[src/rtl/spi_ram_pkg.sv]
// Shared frame constants, command/state enums and header encoding for spi_ram_master.
package spi_ram_pkg;

  localparam int HDR_LEN   = 3;
  localparam int PAY_LEN   = 8;
  localparam int RX_LEN    = 8;
  localparam int FRAME_LEN = HDR_LEN + PAY_LEN;

  typedef enum logic [1:0] {
    CMD_WR_ADDR = 2'b00,
    CMD_WR_DATA = 2'b01,
    CMD_RD_ADDR = 2'b10,
    CMD_RD_DATA = 2'b11
  } cmd_e;

  typedef enum logic [2:0] {
    ST_IDLE,
    ST_SEL,
    ST_HDR,
    ST_PAY,
    ST_TURN,
    ST_RX,
    ST_DESEL,
    ST_GAP
  } state_e;

  // The top command bit is repeated as the leading header bit.
  function automatic logic [HDR_LEN-1:0] cmd_hdr(input cmd_e cmd);
    logic [1:0] c;
    c = cmd;
    return {c[1], c};
  endfunction

endpackage

[src/rtl/spi_frame_shifter.sv]
// Frame datapath: 11-bit MSB-first TX shifter, 8-bit RX shifter and the 4-bit bit counter.
// Single-cycle register updates under control of the master FSM; no handshake of its own.
module spi_frame_shifter
  import spi_ram_pkg::*;
(
  input  logic                 clk,
  input  logic                 rst,
  input  logic                 tx_load,
  input  logic [FRAME_LEN-1:0] tx_word,
  input  logic                 tx_shift,
  input  logic                 rx_shift,
  input  logic                 miso,
  input  logic                 cnt_load,
  input  logic [3:0]           cnt_init,
  output logic                 tx_bit,
  output logic [RX_LEN-1:0]    rx_next,
  output logic [3:0]           cnt
);

  logic [FRAME_LEN-1:0] tx_sr;
  logic [RX_LEN-1:0]    rx_sr;

  always_ff @(posedge clk or posedge rst) begin
    if (rst) begin
      tx_sr <= '0;
      rx_sr <= '0;
      cnt   <= '0;
    end else begin
      if (tx_load)
        tx_sr <= tx_word;
      else if (tx_shift)
        tx_sr <= {tx_sr[FRAME_LEN-2:0], 1'b0};
      if (rx_shift)
        rx_sr <= rx_next;
      // Free-running down-counter; the FSM reloads it on every state entry that needs it.
      if (cnt_load)
        cnt <= cnt_init;
      else
        cnt <= cnt - 4'd1;
    end
  end

  assign tx_bit  = tx_sr[FRAME_LEN-1];
  assign rx_next = {rx_sr[RX_LEN-2:0], miso};

endmodule

[src/rtl/spi_ram_master.sv]
// SPI RAM master: one host request becomes an address frame plus a data frame (write 30 / read 39
// cycles at IDLE_GAP=2); req_ready only in IDLE, no queueing. Optional SPI_MASTER_ADDR_CACHE_EN.
module spi_ram_master
  import spi_ram_pkg::*;
#(
  parameter int IDLE_GAP = 2
)
(
  input  logic       clk,
  input  logic       rst,
  input  logic       req_valid,
  output logic       req_ready,
  input  logic       req_we,
  input  logic [7:0] req_addr,
  input  logic [7:0] req_wdata,
  output logic       rsp_valid,
  output logic [7:0] rsp_rdata,
  output logic       busy,
  output logic       ss_n,
  output logic       mosi,
  input  logic       miso
);

  localparam logic [3:0] GAP_INIT = 4'(IDLE_GAP - 1);
  localparam logic [3:0] HDR_INIT = 4'(HDR_LEN - 1);
  localparam logic [3:0] PAY_INIT = 4'(PAY_LEN - 1);
  localparam logic [3:0] RX_INIT  = 4'(RX_LEN - 1);

  state_e               state, state_nxt;
  logic                 phase;  // 0: address frame, 1: data frame
  logic                 we_q;
  logic [7:0]           addr_q, wdata_q;
  logic [3:0]           gap_cnt, bit_cnt;
  logic                 accept, addr_hit;
  logic                 tx_load, tx_shift, rx_shift, cnt_load, tx_bit;
  logic [3:0]           cnt_init;
  logic [RX_LEN-1:0]    rx_next;
  logic [PAY_LEN-1:0]   pay;
  logic [FRAME_LEN-1:0] tx_word;
  cmd_e                 cmd;

  assign accept = req_valid && req_ready;

  always_ff @(posedge clk or posedge rst) begin
    if (rst)
      state <= ST_IDLE;
    else
      state <= state_nxt;
  end

  always_comb begin
    state_nxt = state;
    case (state)
      ST_IDLE:  if (req_valid) state_nxt = ST_SEL;
      ST_SEL:   state_nxt = ST_HDR;
      ST_HDR:   if (bit_cnt == 4'd0) state_nxt = ST_PAY;
      ST_PAY:   if (bit_cnt == 4'd0) state_nxt = (phase && !we_q) ? ST_TURN : ST_DESEL;
      ST_TURN:  state_nxt = ST_RX;
      ST_RX:    if (bit_cnt == 4'd0) state_nxt = ST_DESEL;
      ST_DESEL: state_nxt = ST_GAP;
      ST_GAP:   if (gap_cnt == 4'd0) state_nxt = phase ? ST_IDLE : ST_SEL;
      default:  state_nxt = ST_IDLE;
    endcase
  end

  always_comb begin
    ss_n      = 1'b1;
    mosi      = 1'b0;
    req_ready = 1'b0;
    rsp_valid = 1'b0;
    tx_load   = 1'b0;
    tx_shift  = 1'b0;
    rx_shift  = 1'b0;
    cnt_load  = 1'b0;
    cnt_init  = HDR_INIT;
    case (state)
      ST_IDLE: req_ready = 1'b1;
      ST_SEL: begin
        ss_n     = 1'b0;
        tx_load  = 1'b1;
        cnt_load = 1'b1;
        cnt_init = HDR_INIT;
      end
      ST_HDR: begin
        ss_n     = 1'b0;
        mosi     = tx_bit;
        tx_shift = 1'b1;
        if (bit_cnt == 4'd0) begin
          cnt_load = 1'b1;
          cnt_init = PAY_INIT;
        end
      end
      ST_PAY: begin
        ss_n     = 1'b0;
        mosi     = tx_bit;
        tx_shift = 1'b1;
      end
      ST_TURN: begin
        ss_n     = 1'b0;
        cnt_load = 1'b1;
        cnt_init = RX_INIT;
      end
      ST_RX: begin
        ss_n     = 1'b0;
        rx_shift = 1'b1;
      end
      ST_DESEL: rsp_valid = phase && !we_q;
      default: ;
    endcase
    busy = ~req_ready;
  end

  always_comb begin
    cmd = cmd_e'({~we_q, phase});
    if (!phase)
      pay = addr_q;
    else if (we_q)
      pay = wdata_q;
    else
      pay = 8'h00;
    tx_word = {cmd_hdr(cmd), pay};
  end

  always_ff @(posedge clk or posedge rst) begin
    if (rst) begin
      we_q      <= 1'b0;
      addr_q    <= 8'h00;
      wdata_q   <= 8'h00;
      phase     <= 1'b0;
      gap_cnt   <= 4'd0;
      rsp_rdata <= 8'h00;
    end else begin
      if (accept) begin
        we_q    <= req_we;
        addr_q  <= req_addr;
        wdata_q <= req_wdata;
        phase   <= addr_hit;
      end else if (state == ST_GAP && gap_cnt == 4'd0) begin
        phase <= 1'b1;
      end
      if (state == ST_DESEL)
        gap_cnt <= GAP_INIT;
      else
        gap_cnt <= gap_cnt - 4'd1;
      // Capture includes the bit being sampled on this final RX edge.
      if (state == ST_RX && bit_cnt == 4'd0)
        rsp_rdata <= rx_next;
    end
  end

`ifdef SPI_MASTER_ADDR_CACHE_EN
  logic       wr_cache_vld, rd_cache_vld;
  logic [7:0] wr_cache_addr, rd_cache_addr;

  // Updated at accept: the address frame always follows unless reset, which clears both entries.
  always_ff @(posedge clk or posedge rst) begin
    if (rst) begin
      wr_cache_vld  <= 1'b0;
      rd_cache_vld  <= 1'b0;
      wr_cache_addr <= 8'h00;
      rd_cache_addr <= 8'h00;
    end else if (accept) begin
      if (req_we) begin
        wr_cache_vld  <= 1'b1;
        wr_cache_addr <= req_addr;
      end else begin
        rd_cache_vld  <= 1'b1;
        rd_cache_addr <= req_addr;
      end
    end
  end

  assign addr_hit = req_we ? (wr_cache_vld && wr_cache_addr == req_addr)
                           : (rd_cache_vld && rd_cache_addr == req_addr);
`else
  assign addr_hit = 1'b0;
`endif

  spi_frame_shifter u_shifter (
    .clk      (clk),
    .rst      (rst),
    .tx_load  (tx_load),
    .tx_word  (tx_word),
    .tx_shift (tx_shift),
    .rx_shift (rx_shift),
    .miso     (miso),
    .cnt_load (cnt_load),
    .cnt_init (cnt_init),
    .tx_bit   (tx_bit),
    .rx_next  (rx_next),
    .cnt      (bit_cnt)
  );

endmodule

[config.mk]
export PLATFORM = sky130hd
export DESIGN_NAME = spi_ram_master
export DESIGN_NICKNAME = d
export VERILOG_FILES = /design/src/rtl/spi_ram_pkg.sv /design/src/rtl/spi_frame_shifter.sv /design/src/rtl/spi_ram_master.sv
export SDC_FILE = /design/constraint.sdc
export NUM_CORES = 1
export LEC_CHECK = 0
export ABC_AREA = 1
export CAP_MARGIN = 10
export CORE_UTILIZATION = 25
export CTS_CLUSTER_SIZE = 12
export DETAILED_ROUTE_END_ITERATION = 6
export SETUP_SLACK_MARGIN = 0.15
export SYNTH_ARGS = -nofsm -noshare
export SYNTH_HDL_FRONTEND = slang
export SYNTH_SLANG_ARGS = --single-unit
[constraint.sdc]
create_clock -name clk -period 1.73 [get_ports clk]
set_input_delay 0.346 -clock clk [delete_from_list [all_inputs] [get_ports clk]]
set_output_delay 0.346 -clock clk [all_outputs]
set_load 0.005 [all_outputs]
Word-level counts from Yosys, hierarchy flattened
Cells that the tools add are included.
{"block": "op_classes", "muxes": 27, "bitwise_logic": 2, "addsub": 2, "reduce_logical": 14, "eq_ne": 12}
{"cell": "case mux 3 bit (8 select lines)", "n": 1}
{"cell": "2-to-1 mux 11 bit", "n": 2}
{"cell": "2-to-1 mux 3 bit", "n": 6}
{"cell": "2-to-1 mux 8 bit", "n": 2}
{"cell": "equality test 3 bit (second input constant)", "n": 4}
{"cell": "2-to-1 mux 1 bit", "n": 11}
{"cell": "inequality test 2 bit (second input constant)", "n": 5}
{"cell": "zero test 4 bit", "n": 2}
{"cell": "2-to-1 mux 4 bit", "n": 2}
{"cell": "subtractor 4 x 1 -> 4 bit (second input constant)", "n": 2}
{"cell": "equality test 3 x 2 -> 1 bit (second input constant)", "n": 2}
{"cell": "case mux 3 bit (2 select lines)", "n": 1}
{"cell": "AND reduction 5 bit", "n": 1}
{"cell": "OR reduction 5 bit", "n": 1}
{"cell": "logical AND 1 bit", "n": 4}
{"cell": "nonzero test 2 bit", "n": 2}
{"cell": "OR reduction 2 bit", "n": 2}
{"cell": "equality test 3 x 1 -> 1 bit (second input constant)", "n": 1}
{"cell": "zero test 3 bit", "n": 1}
{"cell": "2-to-1 mux 2 bit", "n": 1}
{"cell": "NOT 1 bit", "n": 2}
{"cell": "case mux 1 bit (2 select lines)", "n": 1}
{"cell": "zero test 1 bit", "n": 1}
{"block": "totals", "out_inout_bits": 13, "reg_bits": 55, "word_cells": 67, "in_bits": 21}

Depth between registers and ports, before layout
Gate-level depths: netlist of the first run.
{"block": "depth", "depth_word": 5, "mapped_depth": 9, "ltp_nobuf": 8}

Cells and area by module
From an unflattened synthesis of the first run, not the netlist that was laid out.
{"block": "hier_totals", "hier_cells": 312, "area_unflattened_um2": 2677.6}
{"mod": "spi_ram_master", "instances": 1, "seq_area_each_um2": 825.8, "cells_per_inst": 206, "area_per_inst_um2": 1744.2}
{"mod": "spi_frame_shifter", "instances": 1, "seq_area_each_um2": 550.5, "cells_per_inst": 106, "area_per_inst_um2": 933.4}

Least setup slack after synthesis of the first run
No wires, ideal clock.
{"block": "synth_path", "path_kind": "register to output", "start": "register state[2]", "end": "output port rsp_valid", "stages_incl_launch_ff": 6, "path_buffers": 1, "slack_ns": 0.322, "arrival_time_ns": 1.062, "t_required_ns": 1.384, "path_cell_list": "dfrtp_1 -> inv_1 -> buf_4 -> nor3_2 -> inv_1 -> nor2_1"}
{"block": "synth_via", "elab_chain_cells": 2}
{"item": "from (decl)", "line": "spi_ram_master.sv:29", "rtl": "state_e state, state_nxt;"}
{"item": "from (signal assigned)", "line": "spi_ram_master.sv:48", "rtl": "state <= state_nxt;"}
{"item": "equality test 3 bit", "line": "spi_ram_master.sv:76", "rtl": "case (state)"}
{"item": "2-to-1 mux 1 bit", "line": "spi_ram_master.sv:76"}
{"item": "to (decl)", "line": "spi_ram_master.sv:16", "rtl": "output logic rsp_valid,"}
Every way passes these cells.

Worst setup path after layout of the first run
{"block": "layout_path", "start": "register state[1]", "end": "output port ss_n"}
{"block": "layout_via", "elab_chain_cells": 3, "word_cells_on_any_way": 7, "cone_classes": "5 x eq/ne; 1 x mux; 1 x reduce/logical"}
{"item": "equality test 3 bit, or another cell as far along", "line": "spi_ram_master.sv:76"}
{"item": "OR reduction 5 bit (no source line) *"}
{"item": "2-to-1 mux 1 bit *", "line": "spi_ram_master.sv:76"}
{"item": "to (decl)", "line": "spi_ram_master.sv:19", "rtl": "output logic ss_n,"}
Mark *: on every way between the ends. The rest lies on a longest branch, timed or not.

==> flow_summary.yaml, run 1 <==
die:
  die-height_um: 104
  rows: 36
  dieWidth_um: 104
  ios: 34
  dieArea_mm2: 0.0107
  coreArea_mm2: 0.00991
  initial_core_util_pct: 26.0
critical_path:
  crit_path_top_delay_cell: "dfrtp_1"
  worst_setup_path_end_kind: "primary output"
  crit_path_cell_trace: "buf_6, nor2_4, inv_2, nor2_4, inv_2, nand2_2, buf_6"
  worstPathArrival_ns: 1.37
  cp-start-kind: "register"
  path_class: "register to primary output"
  worstPathMaxFanout: 3
  critPathRequiredTime_ns: 1.38
  max_stage_delay_ns: 0.44
pwr:
  netSwitchingFraction_pct: 38.6
  vdd_drop_max_mv: 0.613
  power_frac_comb_pct: 48.2
  powerDensity_mw_per_mm2: 1730
  p_int_mw: 3.61
  leakagePower_nw: 1.62
  power_frac_clock_pct: 15.1
  p_sw_mw: 2.27
  p_seq_share_pct: 36.7
finish:
  instances_no_fill: 489
  diodes: 0
  final_util_pct: 34.3
  drive_gt1_share_pct: 19.9
  nets: 379
  final_cell_mix: "nand2_1 (72), dfrtp_1 (55), o21ai_0 (41)"
  layout_commonest_cell: "nand2_1"
  syn_to_final_growth_pct: 31.7
  final_area_mm2: 0.00340
synth:
  synth-edff-count: 0
  syn-cell-area_mm2: 0.00258
  synth.yosys.warnings: 0
  netlist_instances: 300
  synth_async_sr_flop_share_pct: 100
  synth_flop_cell: "dfrtp_1"
  syn_avg_cell_area_um2: 8.60
  synth-seq-area-share_pct: 53.3
  ys_ff_latch: 55
  synth.distinct_cells: 30
  synth_nets: 324
cts:
  root_buffer: "clkbuf_8"
  cts.htree.levels: 2
  cts.sinks: 55
  cts_tree: "yes"
  clk_pin_slew_ns: 0.10
  clk_latency_ns: 0.31
  cts_made_buffers: 5
  clock_path_buffers: 2
timing:
  slew_viol_final: 0
  max_freq_mhz: 584
  fin_crit_ns: 1.71
  slew_headroom_pct: 80.5
  clock_skew_ns: 0.0135
  finalSetupViolations: 0
  rsz0062_at_grt: "true"
  fin_ws_ns: 0.0171
  fin_crit_sh_pct: 99.0
  worst_slew_pin_slew_ns: 0.292
  hold_viol: 0
global_route:
  grt_overflow: 0
  grt_pass1_wl_um: 8960
  grtUsageTotal_pct: 10.2
  grt_pass1_vias: 2004
  antenna_found_initial: 0
  grt_max_degree: 56
placement:
  place_area_mm2: 0.00311
  hpwlAfterDp_um: 3510
  gp_congestion: 0.775
  pre_cts_ws_ns: 0.00149
  dp.cells: 467
  port_buffers: 33
route:
  routed_wirelength_um: 5040
  dr.first_iter.drc_count: 131
  drtAntennaViolNets: 0
  vias: 2029
  drt-pass1-iter-count: 4
  via_per_inst: 4.15
  drcViolationCount: 0
  avgRoutedWirePerCell_um: 10.3
job:
  cap_violations: 0
hold_path:
  worstHoldPathType: "input pin to async pin"
outcome:
  run_status: "finished, final reports clean"
## worst max-delay path: cells and delay by family (launching register included)
kind,cells,cell delay (ns)
and+or+nand+nor,3,0.28
DFF,1,0.44
buffers and inverters,4,0.34
## power groups by stage
| stage | clock network (mW) | logic, mW | registers, mW |
|---|---|---|---|
| 4_1_cts | 0.924 | 2.71 | 2.16 |
| 5_1_grt | 0.974 | 3.25 | 2.22 |
| 6_report | 0.889 | 2.84 | 2.16 |
| 3_3_place_gp | 0 | 2.44 | 2.15 |
| 3_5_place_dp | 0 | 2.49 | 2.18 |
| 2_1_floorplan | 0 | 1.72 | 2.14 |
## metal layers
metal / global-route usage [%] / wire length, um / share of wire (%) / vias up
met5: 0 / 0 / 0 / -
met3: 2.39 / 164 / 3.3 / 4
met2: 17.0 / 2480 / 49 / 37
li1: - / - / - / 1053
met1: 13.2 / 2360 / 47 / 935
met4: 2.48 / 34 / 0.67 / 0
## registers in the layout, summed over array words and instances, names as in the netlist
| register | count |
|---|---|
| gap_cnt | 4 |
| u_shifter.rx_sr | 7 |
| wdata_q | 8 |
| state | 3 |
| phase | 1 |
| we_q | 1 |
| u_shifter.tx_sr | 11 |
| rsp_rdata | 8 |
| addr_q | 8 |
| u_shifter.cnt | 4 |
## cell type report
type,count,area (um2)
tap,133,166
clock buffer,5,68.8
clock inverter,3,50.0
multi-input combinational,187,972
sequential,55,1380
inverter,46,186
timing repair buffer,60,581
fill,1027,6510
## metrics by stage
step / hold slack [ns] / TNS [ns] / power (mW)
after detailed placement: 0.439 / 0 / 4.67
final: 0.439 / 0 / 5.89
after floorplan: 0.409 / 0 / 3.86
after CTS: 0.446 / 0 / 5.79
after global routing: 0.471 / -0.113 / 6.45
after global placement: 0.428 / 0 / 4.59
## synthesized netlist by cell type, types with 3 or more instances
cell type | n | area [um2]
o21ai_2 | 8 | 70.1
inv_1 | 43 | 161
nor2_1 | 14 | 52.6
dfrtp_1 | 55 | 1380
o21ai_0 | 41 | 205
clkbuf_1 | 4 | 15.0
nand2_2 | 4 | 25.0
o21ai_1 | 11 | 55.1
ha_1 | 3 | 37.5
nand2_1 | 73 | 274
buf_4 | 3 | 22.5
nand3_1 | 16 | 80.1
xnor2_1 | 3 | 26.3
a21oi_1 | 3 | 15.0
## cells by family (layout without fill, tap and decap cells)
logic type,Yosys count,after routing,synth area share [%]
DFF,55,55,53.3
buffers and inverters,58,114,10.3
xor gates and xnor gates,3,3,1.02
AOI/OAI and AO/OA,64,64,13.7
and+or+nand+nor,117,117,20.3
adders and majority gates,3,3,1.45
## what timing repair did
action                                 in CTS  in global routing
resized for setup                          31                 17
endpoints found under the hold margin       0                  0
hold buffers                                0                  0
setup buffers                              11                  3
setup endpoints to repair                   5                 20
pin swaps                                   4                  4
## final timing paths
kind                                       from                        endpoint  slack [ns]  cells past startpoint
setup / recovery           state[1]$_DFFE_PP0P_                            ss_n        0.02                      7
hold / removal                              rst  u_shifter.rx_sr[5]$_DFFE_PP0P_        0.44                      3
setup reg to reg           state[1]$_DFFE_PP0P_            gap_cnt[3]$_DFF_PP0_        0.09                     12
hold reg to reg            gap_cnt[0]$_DFF_PP0_            gap_cnt[0]$_DFF_PP0_        0.46                      1
max in group asynchronous                   rst      u_shifter.cnt[0]$_DFF_PP0_        1.04                      3
min in group clk           gap_cnt[0]$_DFF_PP0_            gap_cnt[0]$_DFF_PP0_        0.46                      1
(Power assumes the default switching activity.)
==> run 2: changes to the inputs <==
GPL_ROUTABILITY_DRIVEN = 0   (was unset)
==> results of run 2 <==
No change in the layout: final DEF, timing and power equal those of run 1.
